--- src/rtl/fp_exc_pkg.sv ---
// Shared types for the floating-point exception classifier: class codes, FSM states and
// sticky flag bit positions.
package fp_exc_pkg;

  typedef enum logic [2:0] {
    ExcNormal = 3'b000,
    ExcZero   = 3'b001,
    ExcDenorm = 3'b010,
    ExcInf    = 3'b011,
    ExcQnan   = 3'b100,
    ExcSnan   = 3'b101
  } exc_class_t;

  typedef enum logic [1:0] {
    StIdle = 2'd0,
    StEval = 2'd1,
    StGap  = 2'd2
  } exc_state_t;

  localparam int unsigned StickyW      = 5;
  localparam int unsigned StickyZero   = 0;
  localparam int unsigned StickyDenorm = 1;
  localparam int unsigned StickyInf    = 2;
  localparam int unsigned StickyQnan   = 3;
  localparam int unsigned StickySnan   = 4;

endpackage

--- src/rtl/fp_classify.sv ---
// Combinational classifier for one IEEE-754-style operand of configurable format.
module fp_classify
  import fp_exc_pkg::*;
#(
  parameter int unsigned EXP_W = 8,
  parameter int unsigned MAN_W = 23
) (
  input  logic [EXP_W+MAN_W:0] op_i,
  output exc_class_t           cls_o
);

  logic [EXP_W-1:0] exp_f;
  logic [MAN_W-1:0] man_f;
  logic             unused_sign;

  assign exp_f       = op_i[MAN_W +: EXP_W];
  assign man_f       = op_i[MAN_W-1:0];
  assign unused_sign = op_i[EXP_W+MAN_W];

  always_comb begin
    cls_o = ExcNormal;
    if (exp_f == '0) begin
      cls_o = (man_f == '0) ? ExcZero : ExcDenorm;
    end else if (exp_f == {EXP_W{1'b1}}) begin
      if (man_f == '0) begin
        cls_o = ExcInf;
      end else if (man_f[MAN_W-1]) begin
        cls_o = ExcQnan;
      end else begin
        cls_o = ExcSnan;
      end
    end
  end

endmodule

--- src/rtl/fp_exception_classifier.sv ---
// Captures NUM_CH operands per request, classifies them one cycle later and reports the
// classes with a one-cycle ACK; sticky flags accumulate per class until cleared.
module fp_exception_classifier
  import fp_exc_pkg::*;
#(
  parameter int unsigned EXP_W  = 8,
  parameter int unsigned MAN_W  = 23,
  parameter int unsigned NUM_CH = 2
) (
  input  logic                              CLK,
  input  logic                              RST,
  input  logic [NUM_CH*(1+EXP_W+MAN_W)-1:0] Data,
  input  logic                              Data_valid,
  input  logic                              Clr_sticky,
  output logic [3*NUM_CH-1:0]               Exc,
  output logic [NUM_CH-1:0]                 Sign,
  output logic                              ACK,
  output logic                              Busy,
  output logic [StickyW-1:0]                Sticky
);

  localparam int unsigned W = 1 + EXP_W + MAN_W;

  exc_state_t                state_q, state_d;
  logic [NUM_CH*W-1:0]       cap_q, cap_d;
  logic [3*NUM_CH-1:0]       exc_q, exc_d;
  logic [NUM_CH-1:0]         sign_q, sign_d;
  logic                      ack_q, ack_d;
  logic                      busy_q, busy_d;
  logic [StickyW-1:0]        sticky_q, sticky_d;

  exc_class_t                cls [NUM_CH];
  logic [3*NUM_CH-1:0]       exc_flat;
  logic [NUM_CH-1:0]         sign_cap;
  logic [StickyW-1:0]        new_flags;

  for (genvar g = 0; g < NUM_CH; g++) begin : g_ch
    fp_classify #(
      .EXP_W(EXP_W),
      .MAN_W(MAN_W)
    ) u_classify (
      .op_i (cap_q[g*W +: W]),
      .cls_o(cls[g])
    );
  end

  always_comb begin
    exc_flat  = '0;
    sign_cap  = '0;
    new_flags = '0;
    for (int i = 0; i < NUM_CH; i++) begin
      exc_flat[3*i +: 3] = cls[i];
      sign_cap[i]        = cap_q[i*W + W - 1];
      unique case (cls[i])
        ExcZero:   new_flags[StickyZero]   = 1'b1;
        ExcDenorm: new_flags[StickyDenorm] = 1'b1;
        ExcInf:    new_flags[StickyInf]    = 1'b1;
        ExcQnan:   new_flags[StickyQnan]   = 1'b1;
        ExcSnan:   new_flags[StickySnan]   = 1'b1;
        default:   ;
      endcase
    end
  end

  always_comb begin
    state_d  = state_q;
    cap_d    = cap_q;
    exc_d    = exc_q;
    sign_d   = sign_q;
    ack_d    = 1'b0;
    sticky_d = Clr_sticky ? '0 : sticky_q;
    unique case (state_q)
      StIdle: begin
        if (Data_valid) begin
          cap_d   = Data;
          state_d = StEval;
        end
      end
      StEval: begin
        exc_d    = exc_flat;
        sign_d   = sign_cap;
        ack_d    = 1'b1;
        // A clear on this edge drops old flags but keeps this request's.
        sticky_d = sticky_d | new_flags;
        state_d  = StGap;
      end
      StGap:   state_d = StIdle;
      default: state_d = StIdle;
    endcase
    busy_d = (state_d != StIdle);
  end

  always_ff @(posedge CLK) begin
    if (RST) begin
      state_q  <= StIdle;
      cap_q    <= '0;
      exc_q    <= '0;
      sign_q   <= '0;
      ack_q    <= 1'b0;
      busy_q   <= 1'b0;
      sticky_q <= '0;
    end else begin
      state_q  <= state_d;
      cap_q    <= cap_d;
      exc_q    <= exc_d;
      sign_q   <= sign_d;
      ack_q    <= ack_d;
      busy_q   <= busy_d;
      sticky_q <= sticky_d;
    end
  end

  assign Exc    = exc_q;
  assign Sign   = sign_q;
  assign ACK    = ack_q;
  assign Busy   = busy_q;
  assign Sticky = sticky_q;

endmodule
--- config.mk ---
export PLATFORM = sky130hd
export DESIGN_NAME = fp_exception_classifier
export DESIGN_NICKNAME = d
export VERILOG_FILES = /design/src/rtl/fp_exc_pkg.sv /design/src/rtl/fp_classify.sv /design/src/rtl/fp_exception_classifier.sv
export SDC_FILE = /design/constraint.sdc
export NUM_CORES = 1
export LEC_CHECK = 0
export CORE_AREA = 5 5 84 101
export CTS_CLUSTER_DIAMETER = 40
export DETAILED_ROUTE_END_ITERATION = 8
export DIE_AREA = 0 0 89 106
export PLACE_DENSITY = 0.73
export SLEW_MARGIN = 40
export SYNTH_ARGS = -nofsm -noshare
export SYNTH_HDL_FRONTEND = slang
export SYNTH_HIERARCHICAL = 1
export SYNTH_SLANG_ARGS = --single-unit
export TNS_END_PERCENT = 30
--- constraint.sdc ---
create_clock -name CLK -period 1.7 [get_ports CLK]
set_input_delay 0.425 -clock CLK [delete_from_list [all_inputs] [get_ports CLK]]
set_output_delay 0.425 -clock CLK [all_outputs]
set_load 0.03 [all_outputs]
# ---- After elaboration in Yosys (flattened, before gate mapping)
# Index checks and enable logic that the tools add are counted.
dict set report word_totals {
  in_bits 68
  register_bits 81
  out_inout_bits 15
}
dict set report classes {
  n_bitwise 1
  mux 25
  eq_ne 13
  n_reduce_logical 7
}
# op n
set op_table {}
lappend op_table {{zero test 23 bit} 2}
lappend op_table {{two-way mux 3 bit} 6}
lappend op_table {{equality test 8 bit, second input constant} 2}
lappend op_table {{zero test 8 bit} 2}
lappend op_table {{two-way mux 1 bit} 13}
lappend op_table {{equality test 3 x 2 -> 1 bit, second input constant} 4}
lappend op_table {{equality test 3 bit, second input constant} 4}
lappend op_table {{two-way mux 5 bit} 2}
lappend op_table {{equality test 3 x 1 -> 1 bit, second input constant} 2}
lappend op_table {{two-way mux 2 bit} 3}
lappend op_table {{OR 5 bit} 1}
lappend op_table {{one-hot mux 2 bit (2 select lines)} 1}
lappend op_table {{equality test 2 x 1 -> 1 bit, second input constant} 1}
lappend op_table {{zero test 2 bit} 1}
lappend op_table {{AND reduction 2 bit} 1}
lappend op_table {{nonzero test 2 bit} 1}

# ---- Depth between registers and ports, before layout
dict set report logic_depth {
  ltp_word 9
  depth_mapped 7
  mapped_depth_nobuf 7
}

# ---- Hierarchy
# The synthesis kept the hierarchy.
# module seq_area_each_um2 cells_per_inst area_per_inst_um2 instances
set by_module_without_submodules {}
lappend by_module_without_submodules {fp_exception_classifier 1601.5 352 2847.7 1}
lappend by_module_without_submodules {fp_classify 0.0 18 107.6 2}

# ---- Worst setup path before layout
# OpenSTA, ideal clock, no wires.
dict set report synth_path {
  path_kind {flip-flop to flip-flop}
  from {register cap_q[50]}
  to {register sticky_q[0] (netlist: Sticky[0])}
  n_path_buf 0
  required_ps 1630
  arrival_ps 1684
  setup_time_ps 70
  path_stages_with_launch 7
  path_slack_ps -54
  path_cell_list {dfxtp_1 nor4_1 nand4_1 o32ai_1 nor3b_1 o21ai_1 a21oi_1}
}
# element line
set synth_lines {}
lappend synth_lines {{start: declaration} fp_exception_classifier.sv:25} ;# logic [NUM_CH*W-1:0] cap_q, cap_d;
lappend synth_lines {{start signal: assignment} fp_exception_classifier.sv:104} ;# cap_q <= cap_d;
lappend synth_lines {{end signal: assignment} fp_exception_classifier.sv:109} ;# sticky_q <= sticky_d;
lappend synth_lines {{end: declaration} fp_exception_classifier.sv:30} ;# logic [StickyW-1:0] sticky_q, sticky_d;

==> results.ini <==
[die]
die_area_um2 = 9430
start_util = 0.409
io_pins = 83
coreArea_um2 = 7490
fp-row-count = 35
die_y_um = 106
die_x_um = 89

[timing]
setup_slack_ns = -0.191
finClkSkew_ns = 0.00886
setup_viol = 5
finalMaxSlewViolations = 0
rsz0062_at_grt = yes
holdWs_ns = 0.454
fin_setup_tns_ns = -0.756
fin_crit_ns = 1.89
hold_viol = 0
finalCritPeriodShare = 1.11
maxSlewHeadroom = 0.727
worst_pin_slew_ns = 0.410
fmax_mhz = 529

[clocking]
clock_sinks = 80
ctsHoldBuffers = 0
cts_root_buf = clkbuf_8
cts_made_buffers = 9
insertion_delay_ns = 0.34
cts_tree = built
clock_path_buffers = 2
cts.clk_slew.worst_paths_ns = 0.08
htree_levels = 3

[final_layout]
fillers = 667
fin_nets = 547
final_area_um2 = 4380
area_delta_synth_final_pct = 42.9
layout-drive-gt1-share = 0.135
antenna_cells = 0
layout_commonest_cell = nand2_1
final_cell_mix = nand2_1, dfxtp_1, a21oi_1

[detailed_routing]
wl_per_cell_um = 12.8
ant_nets = 0
drt_wl_total_mm = 7.38
via_per_inst = 4.97
drc = 0
firstDrtPassIters = 4
routed-via-count = 2855
drtIter0Drc = 145

[grt]
grt.met1_usage = 0.199
grt_pass1_wl_mm = 12.2
gr-total-overflow = 0
busiest_layer = met2
grt_use_total = 0.162
use_met3 = 0.0481
first_global_vias = 2779
grt_max_degree = 79
grt_util_met2 = 0.263
antenna_found_initial = 0

[setup_path]
start_kind = register
required_ns = 1.91
path_max_fanout = 5
cp-end-kind = register
path_cells = nor4_4 > nand4_1 > nor2_2 > mux2i_1 > buf_4 > and3b_1 > a31oi_1 > o32ai_1
critPathKind = register to register
crit_arrival_ns = 2.11
worst_path_max_delay_cell = dfxtp_2
crit_path_max_incr_delay_ns = 0.34

[placement]
port_buffers = 82
post_dp_cell_area_um2 = 4050
dp.final_hpwl_mm = 5.25
place.gp.congestion = 0.783

[synth]
yosys-top-cells-area = dfxtp_1, nand2_1, a21oi_1, nor4_1, buf_2
synthDistinctLibCells = 25
syn_area_um2 = 3060
synth-seq-area-share = 0.523
yosys.area.top_type_share = 0.523
synthCells = 388
synthesis.nets = 456
syn_avg_cell_area_um2 = 7.89
ys.warnings.count = 6
synth-seq-cells = 80
yosys.area.top_type = dfxtp_1

[run_status]
violations = setup timing
status = finished, violations left

[worst_hold_path]
worstHoldPathType = register to register

[power]
power_per_cell_area_nw_per_um2 = 931
p_leak_uw = 0.00169
ir_worst_vdd_mv = 0.550

[run]
cap_violations = 0

-- flip-flops by register name (all words and copies together), names as in the netlist --
| name | count |
|---|---|
| ACK | 1 |
| Busy | 1 |
| Exc | 6 |
| Sign | 2 |
| Sticky | 5 |
| cap_q | 64 |
| state_q | 1 |
-- stage by stage --
stage | total power [uW] | utilization | worst slack [ns] | std cells
after floorplan | 2380 | - | -0.0542 | 388
after global placement | 2670 | 0.540 | -0.249 | 554
after detailed placement | 2690 | 0.540 | -0.277 | 554
after CTS | 4080 | 0.576 | -0.195 | 574
after global routing | 4290 | 0.584 | -0.329 | 575
final | 4070 | 0.584 | -0.191 | 575
-- path summary, 6_finish.rpt --
kind              cells past startpoint  slack [ns]         to      start
setup / recovery                      8       -0.19  Sticky[4]  cap_q[33]
hold / removal                        2        0.45     Exc[2]     Exc[2]
setup reg to reg                      8       -0.19  Sticky[4]  cap_q[33]
hold reg to reg                       2        0.45     Exc[2]     Exc[2]
-- Yosys cell counts --
library cell   count
nor2b_1            1
nor4_1            16
nor3b_1            3
nor2_1             6
o32ai_1            4
inv_2              1
and3b_1            2
a31oi_1            2
nor3_1             2
buf_6              2
or3b_1             2
inv_1              4
dfxtp_1           80
buf_2             16
clkbuf_1           7
a211o_1            2
nand4_1            6
mux2i_1            2
nand2_1          148
nand2b_1           2
or2_2              2
dlygate4sd1_1      1
a21oi_1           74
nor4b_2            2
o21ai_1            1
-- cell families after synthesis --
group           count (synthesis)  share of synthesized area
buf+inv                        31                     0.0511
flops                          80                      0.523
compound gates                 83                      0.144
mux                             2                    0.00654
simple gates                  192                      0.276
-- layout make-up --
| type | count | area (um^2) | share of cell area |
|---|---|---|---|
| Inverter | 5 | 18.8 | 0.00429 |
| Clock inverter | 4 | 53.8 | 0.0123 |
| Clock buffer | 11 | 141 | 0.0323 |
| Timing Repair Buffer | 106 | 1030 | 0.235 |
| Tap cell | 92 | 115 | 0.0263 |
| Multi-Input combinational cell | 277 | 1410 | 0.323 |
| Sequential cell | 80 | 1610 | 0.367 |
-- critical path, delay by kind of cell, from the launching register on --
kind,cells,cell delay (ns)
and+or+nand+nor,4,0.85
AOI/OAI and AO/OA,2,0.24
muxes,1,0.19
buffers and inverters,1,0.14
DFF,1,0.34
-- power by group --
part           total, uW  internal, uW  leakage [uW]  switching, uW
Combinational        655           348      0.000946            307
Clock               1370           716     0.0000920            653
Sequential          2050          1980      0.000657           69.6
Total               4070          3040       0.00169           1030
-- timing repair --
| action | 4_1_cts | 5_1_grt |
|---|---|---|
| setup buffers | 5 | 1 |
| resized for setup | 25 | 13 |
| setup endpoints to repair | 20 | 11 |
| hold endpoints to repair | 0 | 0 |
| cloned | 0 | 0 |
| pin swaps | 7 | 9 |
-- routing by layer --
metal  vias to the layer above  routed length (um)
li1                       1477                   -
met1                      1296                3100
met2                        69                3630
met3                        13                 542
met4                         0                 105
met5                         -                   0
Note: power is estimated with default switching activity, not from simulation.
